==> src/rtl/bcd_time_counter_if.sv <==
// Control and display bundle between the alarm-clock controller, the time keeper
// and the seven-segment refresh stage.
interface bcd_time_counter_if;
    logic        i_Run;
    logic [1:0]  i_Set_Mode;
    logic        i_Inc;
    logic        i_Dec;
    logic [15:0] o_BCD_Num;
    logic [7:0]  o_Seconds;
    logic        o_PM;
    logic        o_Sec_Tick;
    logic        o_Min_Tick;

    modport master (
        output i_Run, i_Set_Mode, i_Inc, i_Dec,
        input  o_BCD_Num, o_Seconds, o_PM, o_Sec_Tick, o_Min_Tick
    );

    modport slave (
        input  i_Run, i_Set_Mode, i_Inc, i_Dec,
        output o_BCD_Num, o_Seconds, o_PM, o_Sec_Tick, o_Min_Tick
    );
endinterface

==> src/rtl/bcd_time_counter.sv <==
// BCD time-of-day keeper: 1 Hz prescaler, sec/min/hour counters with manual set,
// and registered display packing in 24 h or 12 h form.
module bcd_time_counter #(
    parameter int CLKS_PER_SEC = 100_000_000,
    parameter bit HOUR_24      = 1'b1
) (
    input  logic              i_Clk,
    input  logic              i_Rst_n,
    bcd_time_counter_if.slave bus
);
    localparam int PW = $clog2(CLKS_PER_SEC);
    localparam logic [PW-1:0] PRESC_TC = PW'(CLKS_PER_SEC - 1);

    typedef enum logic [1:0] {
        MODE_RUN      = 2'b00,
        MODE_SET_HOUR = 2'b01,
        MODE_SET_MIN  = 2'b10,
        MODE_HOLD     = 2'b11
    } mode_e;

    function automatic logic [7:0] bcd_inc(input logic [7:0] v, input logic [7:0] vmax);
        if (v == vmax)
            return 8'h00;
        if (v[3:0] == 4'd9)
            return {v[7:4] + 4'd1, 4'd0};
        return {v[7:4], v[3:0] + 4'd1};
    endfunction

    function automatic logic [7:0] bcd_dec(input logic [7:0] v, input logic [7:0] vmax);
        if (v == 8'h00)
            return vmax;
        if (v[3:0] == 4'd0)
            return {v[7:4] - 4'd1, 4'd9};
        return {v[7:4], v[3:0] - 4'd1};
    endfunction

    // Internal hour is always 24 h; the 12 h view maps 00 and 12 to 12.
    function automatic logic [7:0] hour_display(input logic [7:0] h);
        logic [4:0] h_bin;
        logic [4:0] d_bin;
        h_bin = ({1'b0, h[7:4]} * 5'd10) + {1'b0, h[3:0]};
        if (h_bin == 5'd0)
            d_bin = 5'd12;
        else if (h_bin > 5'd12)
            d_bin = h_bin - 5'd12;
        else
            d_bin = h_bin;
        if (HOUR_24)
            return h;
        if (d_bin >= 5'd10)
            return {4'd1, 4'(d_bin - 5'd10)};
        return {4'd0, d_bin[3:0]};
    endfunction

    logic [PW-1:0] presc_reg, presc_next;
    logic [7:0]    sec_reg, sec_next;
    logic [7:0]    min_reg, min_next;
    logic [7:0]    hour_reg, hour_next;
    logic          sec_tick_reg, sec_tick_next;
    logic          min_tick_reg, min_tick_next;
    logic [15:0]   bcd_num_reg, bcd_num_next;
    logic [7:0]    seconds_reg, seconds_next;
    logic          pm_reg, pm_next;
    mode_e         mode;
    logic          adj_up;
    logic          adj_down;

    assign mode     = mode_e'(bus.i_Set_Mode);
    assign adj_up   = bus.i_Inc & ~bus.i_Dec;
    assign adj_down = bus.i_Dec & ~bus.i_Inc;

    always_comb begin
        presc_next    = presc_reg;
        sec_next      = sec_reg;
        min_next      = min_reg;
        hour_next     = hour_reg;
        sec_tick_next = 1'b0;
        min_tick_next = 1'b0;

        unique case (mode)
            MODE_RUN: begin
                if (bus.i_Run) begin
                    if (presc_reg == PRESC_TC) begin
                        presc_next    = '0;
                        sec_tick_next = 1'b1;
                        sec_next      = bcd_inc(sec_reg, 8'h59);
                        if (sec_reg == 8'h59) begin
                            min_tick_next = 1'b1;
                            min_next      = bcd_inc(min_reg, 8'h59);
                            if (min_reg == 8'h59)
                                hour_next = bcd_inc(hour_reg, 8'h23);
                        end
                    end else begin
                        presc_next = presc_reg + 1'b1;
                    end
                end
            end
            MODE_SET_HOUR: begin
                presc_next = '0;
                sec_next   = 8'h00;
                if (adj_up)
                    hour_next = bcd_inc(hour_reg, 8'h23);
                else if (adj_down)
                    hour_next = bcd_dec(hour_reg, 8'h23);
            end
            MODE_SET_MIN: begin
                presc_next = '0;
                sec_next   = 8'h00;
                if (adj_up)
                    min_next = bcd_inc(min_reg, 8'h59);
                else if (adj_down)
                    min_next = bcd_dec(min_reg, 8'h59);
            end
            MODE_HOLD: begin
            end
            default: begin
            end
        endcase
    end

    // Display registers sample the counters, so they trail a counter update by one edge.
    always_comb begin
        bcd_num_next = {hour_display(hour_reg), min_reg};
        seconds_next = sec_reg;
        pm_next      = (hour_reg >= 8'h12);
    end

    always_ff @(posedge i_Clk or negedge i_Rst_n) begin
        if (!i_Rst_n) begin
            presc_reg    <= '0;
            sec_reg      <= 8'h00;
            min_reg      <= 8'h00;
            hour_reg     <= 8'h00;
            sec_tick_reg <= 1'b0;
            min_tick_reg <= 1'b0;
            bcd_num_reg  <= HOUR_24 ? 16'h0000 : 16'h1200;
            seconds_reg  <= 8'h00;
            pm_reg       <= 1'b0;
        end else begin
            presc_reg    <= presc_next;
            sec_reg      <= sec_next;
            min_reg      <= min_next;
            hour_reg     <= hour_next;
            sec_tick_reg <= sec_tick_next;
            min_tick_reg <= min_tick_next;
            bcd_num_reg  <= bcd_num_next;
            seconds_reg  <= seconds_next;
            pm_reg       <= pm_next;
        end
    end

    assign bus.o_BCD_Num  = bcd_num_reg;
    assign bus.o_Seconds  = seconds_reg;
    assign bus.o_PM       = pm_reg;
    assign bus.o_Sec_Tick = sec_tick_reg;
    assign bus.o_Min_Tick = min_tick_reg;
endmodule

==> src/flat_wrapper.sv <==
// flat-port wrapper written by rule: the top's interface ports become plain ports
module bcd_time_counter_flat 
#(
    parameter int CLKS_PER_SEC = 100_000_000,
    parameter bit HOUR_24      = 1'b1
)
  (i_Clk, i_Rst_n, bus_i_Run, bus_i_Set_Mode, bus_i_Inc, bus_i_Dec, bus_o_BCD_Num, bus_o_Seconds, bus_o_PM, bus_o_Sec_Tick, bus_o_Min_Tick);
  bcd_time_counter_if bus_i ();
  input  logic i_Clk;
  input  logic i_Rst_n;
  input wire logic [$bits(bus_i.i_Run)-1:0] bus_i_Run;
  input wire logic [$bits(bus_i.i_Set_Mode)-1:0] bus_i_Set_Mode;
  input wire logic [$bits(bus_i.i_Inc)-1:0] bus_i_Inc;
  input wire logic [$bits(bus_i.i_Dec)-1:0] bus_i_Dec;
  output wire logic [$bits(bus_i.o_BCD_Num)-1:0] bus_o_BCD_Num;
  output wire logic [$bits(bus_i.o_Seconds)-1:0] bus_o_Seconds;
  output wire logic [$bits(bus_i.o_PM)-1:0] bus_o_PM;
  output wire logic [$bits(bus_i.o_Sec_Tick)-1:0] bus_o_Sec_Tick;
  output wire logic [$bits(bus_i.o_Min_Tick)-1:0] bus_o_Min_Tick;
  assign bus_i.i_Run = bus_i_Run;
  assign bus_i.i_Set_Mode = bus_i_Set_Mode;
  assign bus_i.i_Inc = bus_i_Inc;
  assign bus_i.i_Dec = bus_i_Dec;
  assign bus_o_BCD_Num = bus_i.o_BCD_Num;
  assign bus_o_Seconds = bus_i.o_Seconds;
  assign bus_o_PM = bus_i.o_PM;
  assign bus_o_Sec_Tick = bus_i.o_Sec_Tick;
  assign bus_o_Min_Tick = bus_i.o_Min_Tick;
  bcd_time_counter #(.CLKS_PER_SEC(CLKS_PER_SEC), .HOUR_24(HOUR_24)) u_core (.i_Clk(i_Clk), .i_Rst_n(i_Rst_n), .bus(bus_i));
endmodule
==> config.mk <==
export PLATFORM = sky130hd
export DESIGN_NAME = bcd_time_counter_flat
export DESIGN_NICKNAME = d
export VERILOG_FILES = /design/src/rtl/bcd_time_counter_if.sv /design/src/rtl/bcd_time_counter.sv /design/src/flat_wrapper.sv
export SDC_FILE = /design/constraint.sdc
export NUM_CORES = 1
export LEC_CHECK = 0
export ABC_CLOCK_PERIOD_IN_PS = 2300
export CORE_ASPECT_RATIO = 2
export CORE_MARGIN = 2
export CORE_UTILIZATION = 59
export DETAILED_ROUTE_END_ITERATION = 12
export GPL_ROUTABILITY_DRIVEN = 0
export PLACE_DENSITY = 0.85
export SYNTH_ARGS = -nofsm -noshare
export SYNTH_HDL_FRONTEND = slang
export SYNTH_SLANG_ARGS = --single-unit
export TNS_END_PERCENT = 30
==> constraint.sdc <==
create_clock -name i_Clk -period 2.3 [get_ports i_Clk]
set_input_delay 0.46 -clock i_Clk [delete_from_list [all_inputs] [get_ports i_Clk]]
set_output_delay 0.46 -clock i_Clk [all_outputs]
set_load 0.01 [all_outputs]
==> results_dict.tcl, run 1 <==
set metrics [dict create \
    max_cap_violations 0 \
    viasPerCell 6.43 \
    grt_pass1_vias 4137 \
    critical_path.top_delay_family "simple AND/OR/NAND/NOR gates" \
    dr.pass1.iters 5 \
    p_int_mw 3.27 \
    synth-edff-count 0 \
    rsz0062_at_grt "no" \
    utilization_pct 76.1 \
    power.leakage_nw 2.39 \
    whs_ns 0.0873 \
    arrival_ns 2.51 \
    largest_reg_flops 27 \
    grt_start_max_net_pins 42 \
    crit_fanout 4 \
    diodes 0 \
    finalSetupViolations 0 \
    dieArea_mm2 0.00811 \
    dp.cells 620 \
    drive_gt1_share_pct 16.4 \
    comb_power_share_pct 28.3 \
    cp-start-kind "input pin" \
    outcome "completed" \
    synth_warnings 0 \
    fin_crit_ns 2.25 \
    finClkSkew_ns 0.00548 \
    yosysUniqueCellTypes 67 \
    antenna_found_initial 0 \
    core_area_mm2 0.00721 \
    stdcell_count 636 \
    reg2reg_depth 7 \
    final_max_slew_viol_count 0 \
    die_h_um 125 \
    cts_root_buf "clkbuf_16" \
    synth_area_leaders "dfrtp_1 45%, ha_1 5.5%, nand2_1 3.3%" \
    cp.buffers_inverters 2 \
    clkSlewWorstSetupHoldPaths_ns 0.06 \
    final.setup.worst_slack_ns 0.0544 \
    slowest_delay_ns 0.53 \
    numCtsBuffers 9 \
    syn_inst 456 \
    syn_to_final_growth_pct 26.4 \
    ys_seq_area_share_pct 44.9 \
    slew_headroom_pct 67.3 \
    hp-class "input pin to async pin" \
    initial_core_util_pct 60.3 \
    async_flop_share_pct 100 \
    clkLatencyLatePin_ns 0.34 \
    antenna_left 0 \
    endpoint_kind "flop" \
    hold_viol 0 \
    required_ns 2.56 \
    cts_buffer_depth 2 \
    switching_power_mw 1.49 \
    tightestPinTransition_ns 0.490 \
    cp_cell_sequence "clkdlybuf4s50_1 > inv_1 > ha_2 > nand2b_1 > nand4_1 > or4_4 > or3_1 > a21oi_1" \
    yosys.area.top_type_share_pct 44.9 \
    cts_tree "built" \
    grt_use_total_pct 31.1 \
    ys_ff_latch 78 \
    synth_area_mm2 0.00435 \
    fp.dieW_um 64.7 \
    max_clock_freq_mhz 445 \
    wl_per_cell_um 18.3 \
    grt_overflow 0 \
    synth_nets 482 \
    dp_slack_ns -0.338 \
    yosys.area.top_type "dfrtp_1" \
    first_iter_violations 408 \
    power_frac_clock_pct 32.2 \
    finalCritPeriodShare_pct 97.6 \
    ios 34 \
    cts_htree_levels 3 \
    drc 0 \
    r2r_slack_ns 0.13 \
    ys.flop_type "dfrtp_1" \
    port_buffers 33 \
    cpMaxStageDelayCell "or4_4" \
    layout.nets 565 \
    num_rows 44 \
    route.vias.total 4088 \
    reg2reg_to "u_core.hour_reg[1]" \
    hpwlAfterDp_mm 8.30 \
    grt_pass1_wl_mm 19.6 \
    numClockSinks 78 \
    total_power_mw 4.77 \
    worstSetupPathType "input pin to flop" \
    post_synth.cell_area_avg_um2 9.53 \
    seq_power_share_pct 39.6 \
    vdd_ir_drop_max_v 0.000648 \
    p_per_area_mw_per_mm2 868 \
    p_sw_share_pct 31.3 \
    reg2reg_from "u_core.presc_reg[0]" \
    routed_wl_mm 11.7 \
    cts_hold_buf 0 \
]
[worst register-to-register path, delay by kind of cell, from the launching register on]
family / cells / cell delay (ns)
adders and majority gates: 1 / 0.24
DFF: 1 / 0.39
and+or+nand+nor: 5 / 1.20
buffers and inverters: 1 / 0.21
[per-stage QoR]
step	setup TNS, ns	area [um^2]
3_3_place_gp	-3.59	5150
3_5_place_dp	-6.10	5150
5_1_grt	0	5490
2_1_floorplan	0	4350
4_1_cts	0	5480
6_report	0	5490
[worst max path at each step]
stage	start	end	slack [ns]	cells after the start
global route	bus_i_Set_Mode[1]	u_core.hour_reg[1]	0.004	10
detailed placement	bus_i_Set_Mode[0]	u_core.presc_reg[21]	-0.34	8
global placement	bus_i_Set_Mode[0]	u_core.presc_reg[21]	-0.24	8
finish	bus_i_Set_Mode[1]	u_core.presc_reg[25]	0.05	8
floorplan	bus_i_Set_Mode[0]	u_core.min_reg[5]	0.16	8
CTS	bus_i_Set_Mode[0]	u_core.presc_reg[25]	0.04	8
[power by group through the flow]
| stage | clock network [mW] | logic [mW] | registers, mW |
|---|---|---|---|
| 6_report | 1.53 | 1.35 | 1.89 |
| 5_1_grt | 1.61 | 1.48 | 1.92 |
| 4_1_cts | 1.55 | 1.34 | 1.88 |
| 3_5_place_dp | 0 | 1.32 | 1.90 |
| 3_3_place_gp | 0 | 1.28 | 1.88 |
| 2_1_floorplan | 0 | 0.699 | 1.86 |
[synthesized netlist by cell type (12+ instances only)]
master and instances:
o21ai_0 16, nor2_1 31, nor3_1 16, a21oi_1 23, ha_1 19, nand2_1 38
clkbuf_1 12, inv_1 21, nand4_1 14, dfrtp_1 78, nand3_1 28
[metal layers]
layer | routed length [um] | GRT usage, % | vias to the layer above | part of all wire, %
li1 | - | - | 1849 | -
met1 | 4110 | 32.7 | 1998 | 35
met2 | 6360 | 55.5 | 176 | 55
met3 | 454 | 4.59 | 65 | 3.9
met4 | 736 | 20.8 | 0 | 6.3
met5 | 0 | 0 | - | 0
[cell usage in the layout, fill, tap and decap left out, drive strengths merged, types with 11 or more instances in the layout]
| cell type | instances |
|---|---|
| dfrtp | 78 |
| nand4 | 14 |
| nand2 | 38 |
| a21oi | 24 |
| clkdlybuf4s50 | 31 |
| clkbuf | 11 |
| nor3 | 16 |
| nand3 | 29 |
| inv | 21 |
| o21ai | 19 |
| ha | 19 |
| buf | 60 |
| nor2 | 32 |
[what timing repair did]
| item | 4_1_cts | 5_1_grt |
|---|---|---|
| gates cloned | 0 | 0 |
| setup endpoints to repair | 1 | 21 |
| setup buffers | 0 | 0 |
| resized for setup | 1 | 5 |
[final cells by class]
class / instances / area, um^2
Clock buffer: 11 / 243
Clock inverter: 5 / 82.6
Fill cell: 465 / 1720
Inverter: 21 / 78.8
Multi-Input combinational cell: 337 / 2230
Sequential cell: 78 / 1950
Tap cell: 92 / 115
Timing Repair Buffer: 92 / 786
[kinds of logic (layout without fill, tap and decap cells)]
logic type	count (synthesis)	in the layout	synth area share, %
compound gates	98	98	15.1
xor+xnor	18	18	3.63
fa+ha+maj	19	19	5.47
buf+inv	41	129	3.97
flops	78	78	44.9
mux	9	9	2.13
simple gates	193	193	24.7
(Power assumes the default switching activity.)
==> inputs of run 2 (changes only) <==
--- a/config.mk
+++ b/config.mk
@@ -8,10 +8,11 @@
 export ABC_CLOCK_PERIOD_IN_PS = 2300
 export CORE_ASPECT_RATIO = 2
 export CORE_MARGIN = 2
-export CORE_UTILIZATION = 59
+export CORE_UTILIZATION = 25
 export DETAILED_ROUTE_END_ITERATION = 12
 export GPL_ROUTABILITY_DRIVEN = 0
-export PLACE_DENSITY = 0.85
+export PLACE_DENSITY = 0.45
+export SETUP_SLACK_MARGIN = 0.3
 export SYNTH_ARGS = -nofsm -noshare
 export SYNTH_HDL_FRONTEND = slang
 export SYNTH_SLANG_ARGS = --single-unit
==> run 2 against run 1 <==
Net effect: die area grew 130%; worst setup slack improved by 0.22 ns; clock-buffer cell count shrank 1; global-route usage is 17 points lower; worst hold slack worse by 0.014 ns; design area is 11% higher; largest power group unchanged; utilization shrank 41 points; first-iteration DRC count decreased by 59%; via count decreased by 3.0%; combinational power is 14% higher.
==> results_dict.tcl, run 2 (synthesis gave the netlist of run 1 again) <==
set metrics [dict create \
    initial_core_util_pct 25.3 \
    dpl-instance-area_mm2 0.00544 \
    grt_start_max_net_pins 37 \
    grt_use_total_pct 14.3 \
    fin_crit_ns 2.03 \
    drive_gt1_share_pct 26.6 \
    num_rows 68 \
    max_cap_violations 0 \
    dieArea_mm2 0.0185 \
    endpoint_kind "flop" \
    dp_slack_ns -0.295 \
    grt_pass1_wl_mm 20.9 \
    final.setup.worst_slack_ns 0.270 \
    worstSetupPathType "flop to flop" \
    total_power_mw 4.94 \
    numCtsBuffers 9 \
    hpwlAfterDp_mm 9.66 \
    routed_wl_mm 12.7 \
    clkLatencyLatePin_ns 0.35 \
    antenna_left 0 \
    grt_overflow 0 \
    final_common_cell "buf_4" \
    finalSetupViolations 0 \
    required_ns 2.53 \
    slew_headroom_pct 66.7 \
    rsz0062_at_grt "yes" \
    die_h_um 190 \
    numClockSinks 78 \
    p_per_area_mw_per_mm2 813 \
    ios 34 \
    viasPerCell 5.01 \
    stdcell_count 792 \
    final_max_slew_viol_count 0 \
    fp.dieW_um 97.2 \
    diodes 0 \
    mostFrequentLayoutCells "91 x buf_4, 73 x dfrtp_1, 37 x nand2_1" \
    first_iter_violations 166 \
    core_area_mm2 0.0172 \
    cts_buffer_depth 2 \
    cts_hold_buf 0 \
    grt_pass1_vias 4189 \
    cp-start-kind "flop" \
    crit_fanout 5 \
    antenna_found_initial 0 \
    route.vias.total 3965 \
    dr.pass1.iters 4 \
    outcome "completed" \
    cts_htree_levels 3 \
    power.leakage_nw 2.59 \
    finClkSkew_ns 0.0101 \
    tightestPinTransition_ns 0.498 \
    whs_ns 0.0737 \
    arrival_ns 2.26 \
    final_cell_area_mm2 0.00608 \
    max_clock_freq_mhz 493 \
    cts_root_buf "clkbuf_16" \
    dp.cells 755 \
    finalCritPeriodShare_pct 88.3 \
    layout.nets 603 \
    drc 0 \
    hold_viol 0 \
    clkSlewWorstSetupHoldPaths_ns 0.06 \
    cts_tree "built" \
    wl_per_cell_um 16.0 \
    vdd_ir_drop_max_v 0.000336 \
    hp-class "input pin to async pin" \
    largest_reg_flops 27 \
    syn_to_final_growth_pct 39.9 \
    port_buffers 33 \
]
==> run 2: power by group <==
| part | switching, mW | internal [mW] |
|---|---|---|
| clock | 0.567 | 0.975 |
| sequential | 0.236 | 1.63 |
| combinational | 0.745 | 0.791 |
==> run 2: path summary, 6_finish.rpt <==
check / endpoint / slack, ns / startpoint / cells past startpoint
worst max register to register: u_core.hour_reg[7] / 0.27 / u_core.min_reg[5] / 9
max in group asynchronous: u_core.presc_reg[25] / 1.64 / i_Rst_n / 2
worst min-delay path: u_core.presc_reg[26] / 0.07 / i_Rst_n / 1
min in group i_Clk: u_core.bus.o_Seconds[7] / 0.44 / u_core.sec_reg[7] / 0
worst min register to register: u_core.bus.o_Seconds[7] / 0.44 / u_core.sec_reg[7] / 0
worst max-delay path: u_core.hour_reg[7] / 0.27 / u_core.min_reg[5] / 9
==> run 2: per-layer routing <==
metal	vias up	global-route usage, %	wire [um]
li1	1917	-	-
met1	1948	13.7	4420
met2	69	28.3	7430
met3	31	2.35	356
met4	0	7.59	501
met5	-	0	0
==> run 2: through the flow <==
step	setup TNS (ns)	util [%]
2_1_floorplan	0	-
3_3_place_gp	-3.18	31.7
3_5_place_dp	-3.74	31.7
4_1_cts	0	34.3
5_1_grt	0	35.4
6_report	0	35.4
==> run 2: what timing repair did <==
action / CTS / global route
pin swaps: 16 / 8
gates cloned: 0 / 1
resized for setup: 25 / 20
setup buffers: 10 / 10
endpoints found under the setup margin: 30 / 22
hold endpoints to repair: 0 / 0
==> run 2: cell type report <==
class | count | area [um^2]
fillers | 1794 | 11100
repair buffers | 130 | 1090
multi-input cells | 337 | 2360
clock buffers | 10 | 239
flip-flops and latches | 78 | 1960
well taps | 210 | 263
inverters | 21 | 78.8
clock inverters | 6 | 85.1
==> run 2: worst max-delay path: stages (launching register included) <==
cell and delay, ns:
dfrtp_1 0.38, inv_2 0.08, ha_4 0.12, and3b_2 0.23, nand4_1 0.18, nor4b_4 0.30, buf_4 0.19, buf_6 0.11
o2111ai_2 0.10, a32o_1 0.22
